## config.mk

```make
export PLATFORM = sky130hd
export DESIGN_NAME = axi4l__aligned_acc_m_if
export DESIGN_NICKNAME = d
export VERILOG_FILES = /design/src/rtl/axi4l__aligned_acc_m_if.sv
export SDC_FILE = /design/constraint.sdc
export NUM_CORES = 1
export LEC_CHECK = 0
export ABC_AREA = 1
export BUFFER_PORTS_ARGS = -buffer_cell sky130_fd_sc_hd__buf_2
export CORE_AREA = 10 10 154 156
export CTS_CLUSTER_SIZE = 10
export DETAILED_ROUTE_END_ITERATION = 10
export DIE_AREA = 0 0 164 166
export PLACE_DENSITY = 0.73
export SLEW_MARGIN = 40
export SYNTH_ARGS = -nofsm -noshare
export SYNTH_HDL_FRONTEND = slang
export SYNTH_SLANG_ARGS = --single-unit
```

## constraint.sdc

```tcl
create_clock -name sys__clk -period 10.35 [get_ports sys__clk]
set_input_delay 1.5525 -clock sys__clk [delete_from_list [all_inputs] [get_ports sys__clk]]
set_output_delay 1.5525 -clock sys__clk [all_outputs]
set_load 0.05 [all_outputs]
```

## src/rtl/axi4l__aligned_acc_m_if.sv

```systemverilog
// AXI4-Lite master bridge: single-word aligned acc__* requests become AXI4-Lite write/read transactions.
// Optional macro AXI4L_M_TIMEOUT_EN adds per-channel timeout, a DRAIN state and the acc__timeout flag.
module axi4l__aligned_acc_m_if #(
    parameter int unsigned axi4l__addr_width = 64,
    parameter int unsigned axi4l__data_width = 32,
    parameter logic [2:0]  axi4l__prot       = 3'b000,
    parameter int unsigned timeout_cycles    = 1024
) (
    input  logic                         sys__clk,
    input  logic                         sys__arst,
    input  logic [axi4l__addr_width-1:0] acc__waddr,
    input  logic [axi4l__data_width-1:0] acc__wdata,
    input  logic                         acc__wvalid,
    output logic                         acc__wready,
    output logic                         acc__werr,
    input  logic [axi4l__addr_width-1:0] acc__raddr,
    input  logic                         acc__rvalid,
    output logic                         acc__rready,
    output logic [axi4l__data_width-1:0] acc__rdata,
    output logic                         acc__rerr,
    output logic [axi4l__addr_width-1:0] axi4l__m_awaddr,
    output logic [2:0]                   axi4l__m_awprot,
    output logic                         axi4l__m_awvalid,
    input  logic                         axi4l__m_awready,
    output logic [axi4l__data_width-1:0] axi4l__m_wdata,
    output logic [axi4l__data_width/8-1:0] axi4l__m_wstrb,
    output logic                         axi4l__m_wvalid,
    input  logic                         axi4l__m_wready,
    input  logic [1:0]                   axi4l__m_bresp,
    input  logic                         axi4l__m_bvalid,
    output logic                         axi4l__m_bready,
    output logic [axi4l__addr_width-1:0] axi4l__m_araddr,
    output logic [2:0]                   axi4l__m_arprot,
    output logic                         axi4l__m_arvalid,
    input  logic                         axi4l__m_arready,
    input  logic [axi4l__data_width-1:0] axi4l__m_rdata,
    input  logic [1:0]                   axi4l__m_rresp,
    input  logic                         axi4l__m_rvalid,
    output logic                         axi4l__m_rready
`ifdef AXI4L_M_TIMEOUT_EN
    ,
    output logic                         acc__timeout
`endif
);

    localparam int unsigned AW = axi4l__addr_width;
    localparam int unsigned DW = axi4l__data_width;
    localparam int unsigned SW = DW / 8;
    localparam logic [AW-1:0] ALIGN_MASK = ~AW'(SW - 1);

    // Reject illegal configurations at elaboration.
    if (!(DW == 32 || DW == 64) || timeout_cycles < 2 || timeout_cycles > 65536) begin : g_bad_cfg
        $error("axi4l__aligned_acc_m_if: illegal data width or timeout_cycles");
    end

`ifdef AXI4L_M_TIMEOUT_EN
    typedef enum logic [4:0] {
        W_IDLE = 5'b00001, W_ADDR = 5'b00010, W_RESP = 5'b00100, W_DONE = 5'b01000, W_DRAIN = 5'b10000
    } wstate_t;
    typedef enum logic [2:0] {R_IDLE, R_ADDR, R_DATA, R_DONE, R_DRAIN} rstate_t;
    localparam logic [15:0] TO_LAST = 16'(timeout_cycles - 1);
    logic [15:0] wcnt, rcnt;
    logic        w_to_fire, r_to_fire;
`else
    typedef enum logic [3:0] {
        W_IDLE = 4'b0001, W_ADDR = 4'b0010, W_RESP = 4'b0100, W_DONE = 4'b1000
    } wstate_t;
    typedef enum logic [1:0] {R_IDLE, R_ADDR, R_DATA, R_DONE} rstate_t;
`endif

    wstate_t wstate;
    rstate_t rstate;
    logic    aw_ok, w_ok;

    assign axi4l__m_awprot = axi4l__prot;
    assign axi4l__m_arprot = axi4l__prot;
    assign axi4l__m_wstrb  = '1;

    // A channel counts as done once its valid is low or is being accepted this cycle.
    assign aw_ok = !axi4l__m_awvalid || axi4l__m_awready;
    assign w_ok  = !axi4l__m_wvalid  || axi4l__m_wready;

`ifdef AXI4L_M_TIMEOUT_EN
    assign w_to_fire = (wcnt == TO_LAST) &&
                       (((wstate == W_ADDR) && !(aw_ok && w_ok)) ||
                        ((wstate == W_RESP) && !axi4l__m_bvalid));
    assign r_to_fire = (rcnt == TO_LAST) &&
                       (((rstate == R_ADDR) && !axi4l__m_arready) ||
                        ((rstate == R_DATA) && !axi4l__m_rvalid));

    always_ff @(posedge sys__clk or posedge sys__arst) begin
        if (sys__arst) acc__timeout <= 1'b0;
        else if (w_to_fire || r_to_fire) acc__timeout <= 1'b1;
    end
`endif

    // Write channel: AW and W issued together, retired independently, then B.
    always_ff @(posedge sys__clk or posedge sys__arst) begin
        if (sys__arst) begin
            wstate           <= W_IDLE;
            axi4l__m_awaddr  <= '0;
            axi4l__m_wdata   <= '0;
            axi4l__m_awvalid <= 1'b0;
            axi4l__m_wvalid  <= 1'b0;
            axi4l__m_bready  <= 1'b0;
            acc__wready      <= 1'b0;
            acc__werr        <= 1'b0;
`ifdef AXI4L_M_TIMEOUT_EN
            wcnt             <= '0;
`endif
        end else begin
            if (axi4l__m_awvalid && axi4l__m_awready) axi4l__m_awvalid <= 1'b0;
            if (axi4l__m_wvalid && axi4l__m_wready)   axi4l__m_wvalid  <= 1'b0;
            if (axi4l__m_bready && axi4l__m_bvalid)   axi4l__m_bready  <= 1'b0;
            acc__wready <= 1'b0;
`ifdef AXI4L_M_TIMEOUT_EN
            wcnt <= (wstate == W_ADDR || wstate == W_RESP) ? wcnt + 16'd1 : 16'd0;
`endif
            case (wstate)
                W_IDLE: if (acc__wvalid) begin
                    axi4l__m_awaddr  <= acc__waddr & ALIGN_MASK;
                    axi4l__m_wdata   <= acc__wdata;
                    axi4l__m_awvalid <= 1'b1;
                    axi4l__m_wvalid  <= 1'b1;
                    wstate           <= W_ADDR;
                end
                W_ADDR: if (aw_ok && w_ok) begin
                    axi4l__m_bready <= 1'b1;
                    wstate          <= W_RESP;
                end
`ifdef AXI4L_M_TIMEOUT_EN
                else if (w_to_fire) begin
                    // Ready for B early so a late response can be drained.
                    axi4l__m_bready <= 1'b1;
                    acc__werr       <= 1'b1;
                    acc__wready     <= 1'b1;
                    wstate          <= W_DONE;
                end
`endif
                W_RESP: if (axi4l__m_bvalid) begin
                    acc__werr   <= (axi4l__m_bresp != 2'b00);
                    acc__wready <= 1'b1;
                    wstate      <= W_DONE;
                end
`ifdef AXI4L_M_TIMEOUT_EN
                else if (w_to_fire) begin
                    acc__werr   <= 1'b1;
                    acc__wready <= 1'b1;
                    wstate      <= W_DONE;
                end
`endif
                W_DONE: begin
                    acc__werr <= 1'b0;
`ifdef AXI4L_M_TIMEOUT_EN
                    if ((axi4l__m_awvalid && !axi4l__m_awready) || (axi4l__m_wvalid && !axi4l__m_wready) ||
                        (axi4l__m_bready && !axi4l__m_bvalid))
                        wstate <= W_DRAIN;
                    else
                        wstate <= W_IDLE;
`else
                    wstate <= W_IDLE;
`endif
                end
`ifdef AXI4L_M_TIMEOUT_EN
                W_DRAIN: if (!(axi4l__m_awvalid && !axi4l__m_awready) && !(axi4l__m_wvalid && !axi4l__m_wready) &&
                             !(axi4l__m_bready && !axi4l__m_bvalid))
                    wstate <= W_IDLE;
`endif
                default: wstate <= W_IDLE;
            endcase
        end
    end

    // Read channel: AR then R; acc__rdata only updates on a real response.
    always_ff @(posedge sys__clk or posedge sys__arst) begin
        if (sys__arst) begin
            rstate           <= R_IDLE;
            axi4l__m_araddr  <= '0;
            axi4l__m_arvalid <= 1'b0;
            axi4l__m_rready  <= 1'b0;
            acc__rready      <= 1'b0;
            acc__rdata       <= '0;
            acc__rerr        <= 1'b0;
`ifdef AXI4L_M_TIMEOUT_EN
            rcnt             <= '0;
`endif
        end else begin
            if (axi4l__m_arvalid && axi4l__m_arready) axi4l__m_arvalid <= 1'b0;
            if (axi4l__m_rready && axi4l__m_rvalid)   axi4l__m_rready  <= 1'b0;
            acc__rready <= 1'b0;
`ifdef AXI4L_M_TIMEOUT_EN
            rcnt <= (rstate == R_ADDR || rstate == R_DATA) ? rcnt + 16'd1 : 16'd0;
`endif
            case (rstate)
                R_IDLE: if (acc__rvalid) begin
                    axi4l__m_araddr  <= acc__raddr & ALIGN_MASK;
                    axi4l__m_arvalid <= 1'b1;
                    rstate           <= R_ADDR;
                end
                R_ADDR: if (axi4l__m_arready) begin
                    axi4l__m_rready <= 1'b1;
                    rstate          <= R_DATA;
                end
`ifdef AXI4L_M_TIMEOUT_EN
                else if (r_to_fire) begin
                    axi4l__m_rready <= 1'b1;
                    acc__rerr       <= 1'b1;
                    acc__rready     <= 1'b1;
                    rstate          <= R_DONE;
                end
`endif
                R_DATA: if (axi4l__m_rvalid) begin
                    acc__rdata  <= axi4l__m_rdata;
                    acc__rerr   <= (axi4l__m_rresp != 2'b00);
                    acc__rready <= 1'b1;
                    rstate      <= R_DONE;
                end
`ifdef AXI4L_M_TIMEOUT_EN
                else if (r_to_fire) begin
                    acc__rerr   <= 1'b1;
                    acc__rready <= 1'b1;
                    rstate      <= R_DONE;
                end
`endif
                R_DONE: begin
                    acc__rerr <= 1'b0;
`ifdef AXI4L_M_TIMEOUT_EN
                    if ((axi4l__m_arvalid && !axi4l__m_arready) || (axi4l__m_rready && !axi4l__m_rvalid))
                        rstate <= R_DRAIN;
                    else
                        rstate <= R_IDLE;
`else
                    rstate <= R_IDLE;
`endif
                end
`ifdef AXI4L_M_TIMEOUT_EN
                R_DRAIN: if (!(axi4l__m_arvalid && !axi4l__m_arready) && !(axi4l__m_rready && !axi4l__m_rvalid))
                    rstate <= R_IDLE;
`endif
                default: rstate <= R_IDLE;
            endcase
        end
    end

endmodule

```

==> out/summary.txt, run 1 <==
share of the synthesized area in the top cell type -> 59.12%
Via Count -> 6953
CTS H-tree lvls -> 1
starting density of the core -> 41.33%
Setup Buffers After CTS -> 0
DRC violations left -> 0
number of warning messages in the yosys log -> 0
logic depth of the worst setup path including buffers -> 6
Detail Placement HPWL -> 18540 um
Pwr Total -> 0.004637 W
Critical Path End Type -> register
TritonCTS clock tree -> yes
cells on worst reg2reg path -> 6
main area contributors after synthesis -> sky130_fd_sc_hd__dfrtp_1, sky130_fd_sc_hd__nand2_1, sky130_fd_sc_hd__o21ai_2
Post-Synthesis Mean Instance Area -> 9.511 sq um
synthesized cell area -> 8551 sq um
Static Leak -> 6.635 nW
WS Path Type -> input port to register
clock transition at the registers of the reported paths -> 0.05 ns
largest area contributor in the synthesized netlist -> sky130_fd_sc_hd__dfrtp_1
I/O Buffers -> 397
status -> finished, final reports clean
commonest non-fill, non-tap cells in the layout -> sky130_fd_sc_hd__buf_2, sky130_fd_sc_hd__nand2_1, sky130_fd_sc_hd__dfrtp_1
met2 Use GR -> 31.32%
number of vias per cell after detailed routing -> 4.440
pwr dens -> 412.2 nW/um^2
Setup crit start kind -> input port
total CTS buffers -> 24
layout cells sized above 1 -> 41.27%
number of distinct library cells after synthesis -> 22
Filler Cells Inserted -> 1927
TritonCTS sink count -> 203
Highest Clock Rate -> 0.3147 GHz
leftover overflow at the end of global routing -> 0
worst vdd ir -> 0.2854 mV
setup repair after global routing missed its margin -> no
number of violations of the max-capacitance limit -> 0
hold crit path type -> register to register
global placement routability congestion -> 0.8313
CP bufs+invs -> 3
crit path launch -> acc__wvalid
count of nets left with antenna violations after detail routing -> 0
transition time at the pin with the least slew margin -> 0.7565 ns
Worst EP required -> 10.76 ns
number of antenna violations at the first check in global routing -> 2
final routed wire length divided by cell count -> 15.97 um
row count -> 53
slowest cell delay on critical path -> 0.65 ns
Worst Hold Depth -> 2
number of flip-flops and latches in the synthesized netlist -> 203
Tcrit/Tclk final -> 30.70%
global routing usage on met3 -> 4.611%
share of the yosys chip area belonging to registers -> 59.42%
gate count after technology mapping -> 899
initial DRC count -> 426
Core ar. -> 20690 sq um
global-route wire length before repair -> 38650 um
met1 usage -> 19.98%
horizontal die dimension -> 164 um
cell type with the highest occurrence count on the critical path -> sky130_fd_sc_hd__buf_6
Ports -> 416
kind of cell adding the most delay to the critical path -> buffers and inverters
multi-input logic area -> 2656 sq um
number of global-route vias before repair -> 6948
Total Wirelength -> 25020 um
die boundary height -> 166 um
global-route usage over all layers -> 17.57%
headroom to the max-slew limit -> 49.57%
maximum count of clock buffers along a single path -> 3
post-CTS sizing -> 0
Period minus WS final -> 3.177 ns
ordered list of cells on the worst path -> buf_2, nand3_4, buf_6, buf_6, nand2_1, o21ai_2
number of max-slew violations in the final report -> 0
hold violation total from the final report -> 0
busiest layer in global routing -> met2
combined flip-flop and latch cell area -> 5081 sq um
Finish-stage setup viols -> 0
area of the die -> 27220 sq um
Post-CTS Hold Buffers -> 0
nets -> 1488
Fin Setup TNS -> 0 ns
Critical-path top delay cell -> sky130_fd_sc_hd__buf_6
clock insertion delay at the later pin of the skew report -> 0.51 ns
CTS root buffer -> sky130_fd_sc_hd__clkbuf_16
launch point of the worst hold path -> axi4l__m_araddr[21]
Area Overhead vs Synth -> 31.53%
most common library cell in the layout ignoring fill and taps -> sky130_fd_sc_hd__buf_2
Critical R2R Launch -> wstate[3]
arrival time of data at the critical path endpoint -> 3.59 ns
Max Clock Skew -> 0.02161 ns
worst-path maximum fanout -> 86
maximum number of pins on one net before global-route repair -> 135
detailed-routing iteration count for the pre-antenna-repair pass -> 5
[worst paths after layout]
check / endpoint / slack [ns]
worst max register to register: axi4l__m_awaddr[8] / 7.87
worst max-delay path: axi4l__m_awaddr[8] / 7.17
worst min register to register: axi4l__m_araddr[21] / 0.46
max in group asynchronous: axi4l__m_wdata[28] / 8.03
min in group asynchronous: axi4l__m_awaddr[21] / 1.17
worst min-delay path: axi4l__m_araddr[21] / 0.46
[report_power, final]
part           internal, W  switching [W]
Sequential         0.00117       0.000182
Clock             0.000451       0.000305
Combinational     0.000537        0.00199
Total              0.00216        0.00248
[worst register-to-register path: cells and delay by family, from the launching register on]
kind,cells,cell delay (ns)
buffers and inverters,2,1.32
and+or+nand+nor,3,0.58
DFF,1,0.38
AOI/OAI and AO/OA,1,0.09
[logic make-up (layout without fill, tap and decap cells)]
family | after synthesis | count (layout) | synth area share, %
AND/OR/NAND/NOR | 412 | 412 | 19.23
AO/OA/AOI/OAI | 104 | 104 | 10.29
adder cells (fa/ha/maj) | 5 | 5 | 0.7316
buffers and inverters | 173 | 551 | 10.24
flip-flops | 203 | 203 | 59.42
other | 2 | 16 | 0.08783
[metrics by stage]
| step | area [sq um] | instances | util (%) | hold slack [ns] | setup slack (ns) |
|---|---|---|---|---|---|
| after floorplan | 8596 | 911 | - | 0.5027 | 3.260 |
| after global placement | 10530 | 1527 | 50.89 | 0.4492 | 6.252 |
| after detailed placement | 10550 | 1527 | 51.00 | 0.4528 | 6.715 |
| after CTS | 11240 | 1564 | 54.34 | 0.4663 | 7.224 |
| after global routing | 11250 | 1566 | 54.36 | 0.4829 | 7.040 |
| final | 11250 | 1566 | 54.36 | 0.4621 | 7.173 |
[synthesized netlist by cell type]
cell type,number
sky130_fd_sc_hd__a21oi_1,1
sky130_fd_sc_hd__a22o_1,1
sky130_fd_sc_hd__buf_1,1
sky130_fd_sc_hd__buf_2,13
sky130_fd_sc_hd__buf_4,14
sky130_fd_sc_hd__buf_6,21
sky130_fd_sc_hd__clkbuf_1,12
sky130_fd_sc_hd__clkinv_1,1
sky130_fd_sc_hd__conb_1,2
sky130_fd_sc_hd__dfrtp_1,202
sky130_fd_sc_hd__dfstp_2,1
sky130_fd_sc_hd__ha_1,5
sky130_fd_sc_hd__inv_1,111
sky130_fd_sc_hd__nand2_1,335
sky130_fd_sc_hd__nand2_2,1
sky130_fd_sc_hd__nand3_1,67
sky130_fd_sc_hd__nand3_2,1
sky130_fd_sc_hd__nor2_1,6
sky130_fd_sc_hd__nor2_2,2
sky130_fd_sc_hd__o21ai_0,6
sky130_fd_sc_hd__o21ai_2,94
sky130_fd_sc_hd__o22ai_1,2
[layer usage]
metal,vias to the layer above,share of wire [%]
met5,-,0
li1,3479,-
met3,29,8.1
met1,3192,38
met2,253,52
met4,0,1.9
[sequential cells by signal (all words and copies together) (netlist names)]
register	flops
wstate	4
axi4l__m_awvalid	1
axi4l__m_awaddr	62
acc__wready	1
rstate	2
acc__rdata	32
acc__rerr	1
axi4l__m_arvalid	1
axi4l__m_wdata	32
axi4l__m_rready	1
acc__werr	1
axi4l__m_wvalid	1
axi4l__m_araddr	62
axi4l__m_bready	1
acc__rready	1
[final cells by class]
cell class / instances / area share [%]
diodes: 2 / 0.04450
clock buffers: 37 / 6.141
inverters: 112 / 3.860
multi-input cells: 535 / 23.62
flip-flops and latches: 203 / 45.18
well taps: 275 / 3.059
repair buffers: 402 / 18.10
No activity file was read; power rests on OpenSTA's default activity.
==> run 2, diff against run 1 <==
- CORE_AREA: 10 10 154 156 -> 10 10 152 154
- DIE_AREA: 0 0 164 166 -> 0 0 162 164
- PLACE_DENSITY: 0.73 -> 0.75
- clock period: 10.35 -> 3.04 ns (I/O delays scaled with it)
==> out/summary.txt, run 2 (synthesized netlist as in run 1, its figures left out) <==
status -> finished, final reports clean
destination of the worst hold path -> acc__rdata[29]
Finish-stage setup viols -> 0
I/O Buffers -> 397
DRC violations left -> 0
combined flip-flop and latch cell area -> 5081 sq um
final routed wire length divided by cell count -> 16.32 um
row count -> 52
arrival time of data at the critical path endpoint -> 2.45 ns
commonest non-fill, non-tap cells in the layout -> sky130_fd_sc_hd__buf_2, sky130_fd_sc_hd__nand2_1, sky130_fd_sc_hd__dfrtp_1
WS Path Type -> register to register
Setup crit start kind -> register
endpoint of the worst-slack reg-to-reg timing path -> acc__rdata[9]
layout cells sized above 1 -> 41.37%
multi-input logic area -> 2651 sq um
Worst EP required -> 3.41 ns
global-route usage over all layers -> 18.31%
cells on worst reg2reg path -> 8
worst vdd ir -> 0.9826 mV
die boundary height -> 164 um
Max Clock Skew -> 0.008840 ns
worst slack after detailed placement -> 0.9684 ns
most common library cell in the layout ignoring fill and taps -> sky130_fd_sc_hd__buf_2
maximum count of clock buffers along a single path -> 3
TritonCTS clock tree -> yes
ordered list of cells on the worst path -> inv_1, ha_1, nand2_2, buf_4, clkinv_1, buf_4, nand2_1, nand2_1
Static Leak -> 6.668 nW
CTS root buffer -> sky130_fd_sc_hd__clkbuf_16
area of the die -> 26570 sq um
headroom to the max-slew limit -> 54.72%
Filler Cells Inserted -> 1837
detailed-routing iteration count for the pre-antenna-repair pass -> 6
maximum number of pins on one net before global-route repair -> 103
CTS H-tree lvls -> 1
count of nets left with antenna violations after detail routing -> 0
least setup slack across all paths after layout -> 0.9667 ns
nets -> 1496
hold crit path type -> input port to register
Tcrit/Tclk final -> 68.20%
initial DRC count -> 614
number of global-route vias before repair -> 7144
Setup Buffers After CTS -> 0
starting density of the core -> 42.67%
Pwr Total -> 0.01585 W
post-CTS sizing -> 0
setup repair after global routing missed its margin -> no
number of max-slew violations in the final report -> 0
global placement routability congestion -> 0.8337
Highest Clock Rate -> 0.4823 GHz
worst hold slack after final layout -> 0.1561 ns
CP bufs+invs -> 4
r2r setup slk -> 0.97 ns
leftover overflow at the end of global routing -> 0
Total Wirelength -> 25630 um
slowest cell delay on critical path -> 0.39 ns
Area Overhead vs Synth -> 32.44%
global-route wire length before repair -> 39550 um
hold violation total from the final report -> 0
Critical Path End Type -> register
kind of cell adding the most delay to the critical path -> buffers and inverters
Critical R2R Launch -> rstate[0]
Period minus WS final -> 2.073 ns
number of antenna violations at the first check in global routing -> 1
horizontal die dimension -> 162 um
Worst Hold Depth -> 3
total CTS buffers -> 24
pwr dens -> 1400 nW/um^2
clock insertion delay at the later pin of the skew report -> 0.50 ns
clock transition at the registers of the reported paths -> 0.06 ns
Core ar. -> 20040 sq um
Ports -> 416
Detail Placement HPWL -> 19480 um
launch point of the worst hold path -> axi4l__m_rdata[29]
Via Count -> 7135
TritonCTS sink count -> 203
Post-CTS Hold Buffers -> 1
transition time at the pin with the least slew margin -> 0.6792 ns
number of vias per cell after detailed routing -> 4.545
registers with the highest flip-flop counts -> axi4l__m_araddr: 62 flops, axi4l__m_awaddr: 62 flops
Critical-path top delay cell -> sky130_fd_sc_hd__dfrtp_1
number of violations of the max-capacitance limit -> 0
worst-path maximum fanout -> 34
[run 2: cell types whose count changed in the layout (fill, tap and decap cells not counted), moves of 2 or more]
cell,before,now
sky130_fd_sc_hd__buf_12,0,5
sky130_fd_sc_hd__buf_6,3,0
sky130_fd_sc_hd__clkbuf_8,2,0
sky130_fd_sc_hd__buf_4,2,7
sky130_fd_sc_hd__clkbuf_1,10,12
[run 2: metal layers]
layer	wire length, um	up-vias	global-route usage [%]	share of wire (%)
li1	-	3511	-	-
met5	0	-	0	0
met4	645	0	5.583	2.5
met1	9509	3317	21.30	37
met3	2164	44	5.432	8.4
met2	13310	263	31.95	52
[run 2: layout make-up]
| type | count | share of cell area [%] |
|---|---|---|
| diodes | 2 | 0.04419 |
| clock buffers | 37 | 5.922 |
| clock inverters | 1 | 0.04419 |
| inverters | 112 | 3.745 |
| multi-input cells | 535 | 23.41 |
| flip-flops and latches | 203 | 44.87 |
| well taps | 270 | 2.983 |
| repair buffers | 410 | 18.98 |
[run 2: metrics by stage]
step / TNS (ns) / std cells / instance area [sq um] / util, %
floorplan: -9.187 / 911 / 8600 / -
global placement: 0 / 1529 / 10630 / 53.07
detailed placement: 0 / 1529 / 10630 / 53.07
CTS: 0 / 1568 / 11320 / 56.49
global route: 0 / 1568 / 11320 / 56.49
finish: 0 / 1570 / 11320 / 56.51
[run 2: where the power goes]
part	internal, W	total [W]	switching, W
registers	0.00398	0.00462	0.000641
logic	0.00190	0.00871	0.00681
clock network	0.00150	0.00253	0.00103
[run 2: how the worst max path moves through the flow]
stage               slack [ns]  startpoint        endpoint  cells past startpoint
global route              0.81   rstate[0]   acc__rdata[9]                      8
detailed placement        0.97   rstate[0]  acc__rdata[30]                      8
finish                    0.97   rstate[0]   acc__rdata[9]                      8
global placement          1.05   rstate[0]   acc__rdata[8]                      8
CTS                       0.96   rstate[0]   acc__rdata[9]                      8
floorplan                -0.05   sys__arst   acc__rdata[0]                      1
[run 2: worst register-to-register path, stage by stage (launching register included)]
cell                       delay (ns)
sky130_fd_sc_hd__dfrtp_1         0.39
sky130_fd_sc_hd__inv_1           0.10
sky130_fd_sc_hd__ha_1            0.27
sky130_fd_sc_hd__nand2_2         0.07
sky130_fd_sc_hd__buf_4           0.32
sky130_fd_sc_hd__clkinv_1        0.32
sky130_fd_sc_hd__buf_4           0.32
sky130_fd_sc_hd__nand2_1         0.11
sky130_fd_sc_hd__nand2_1         0.06
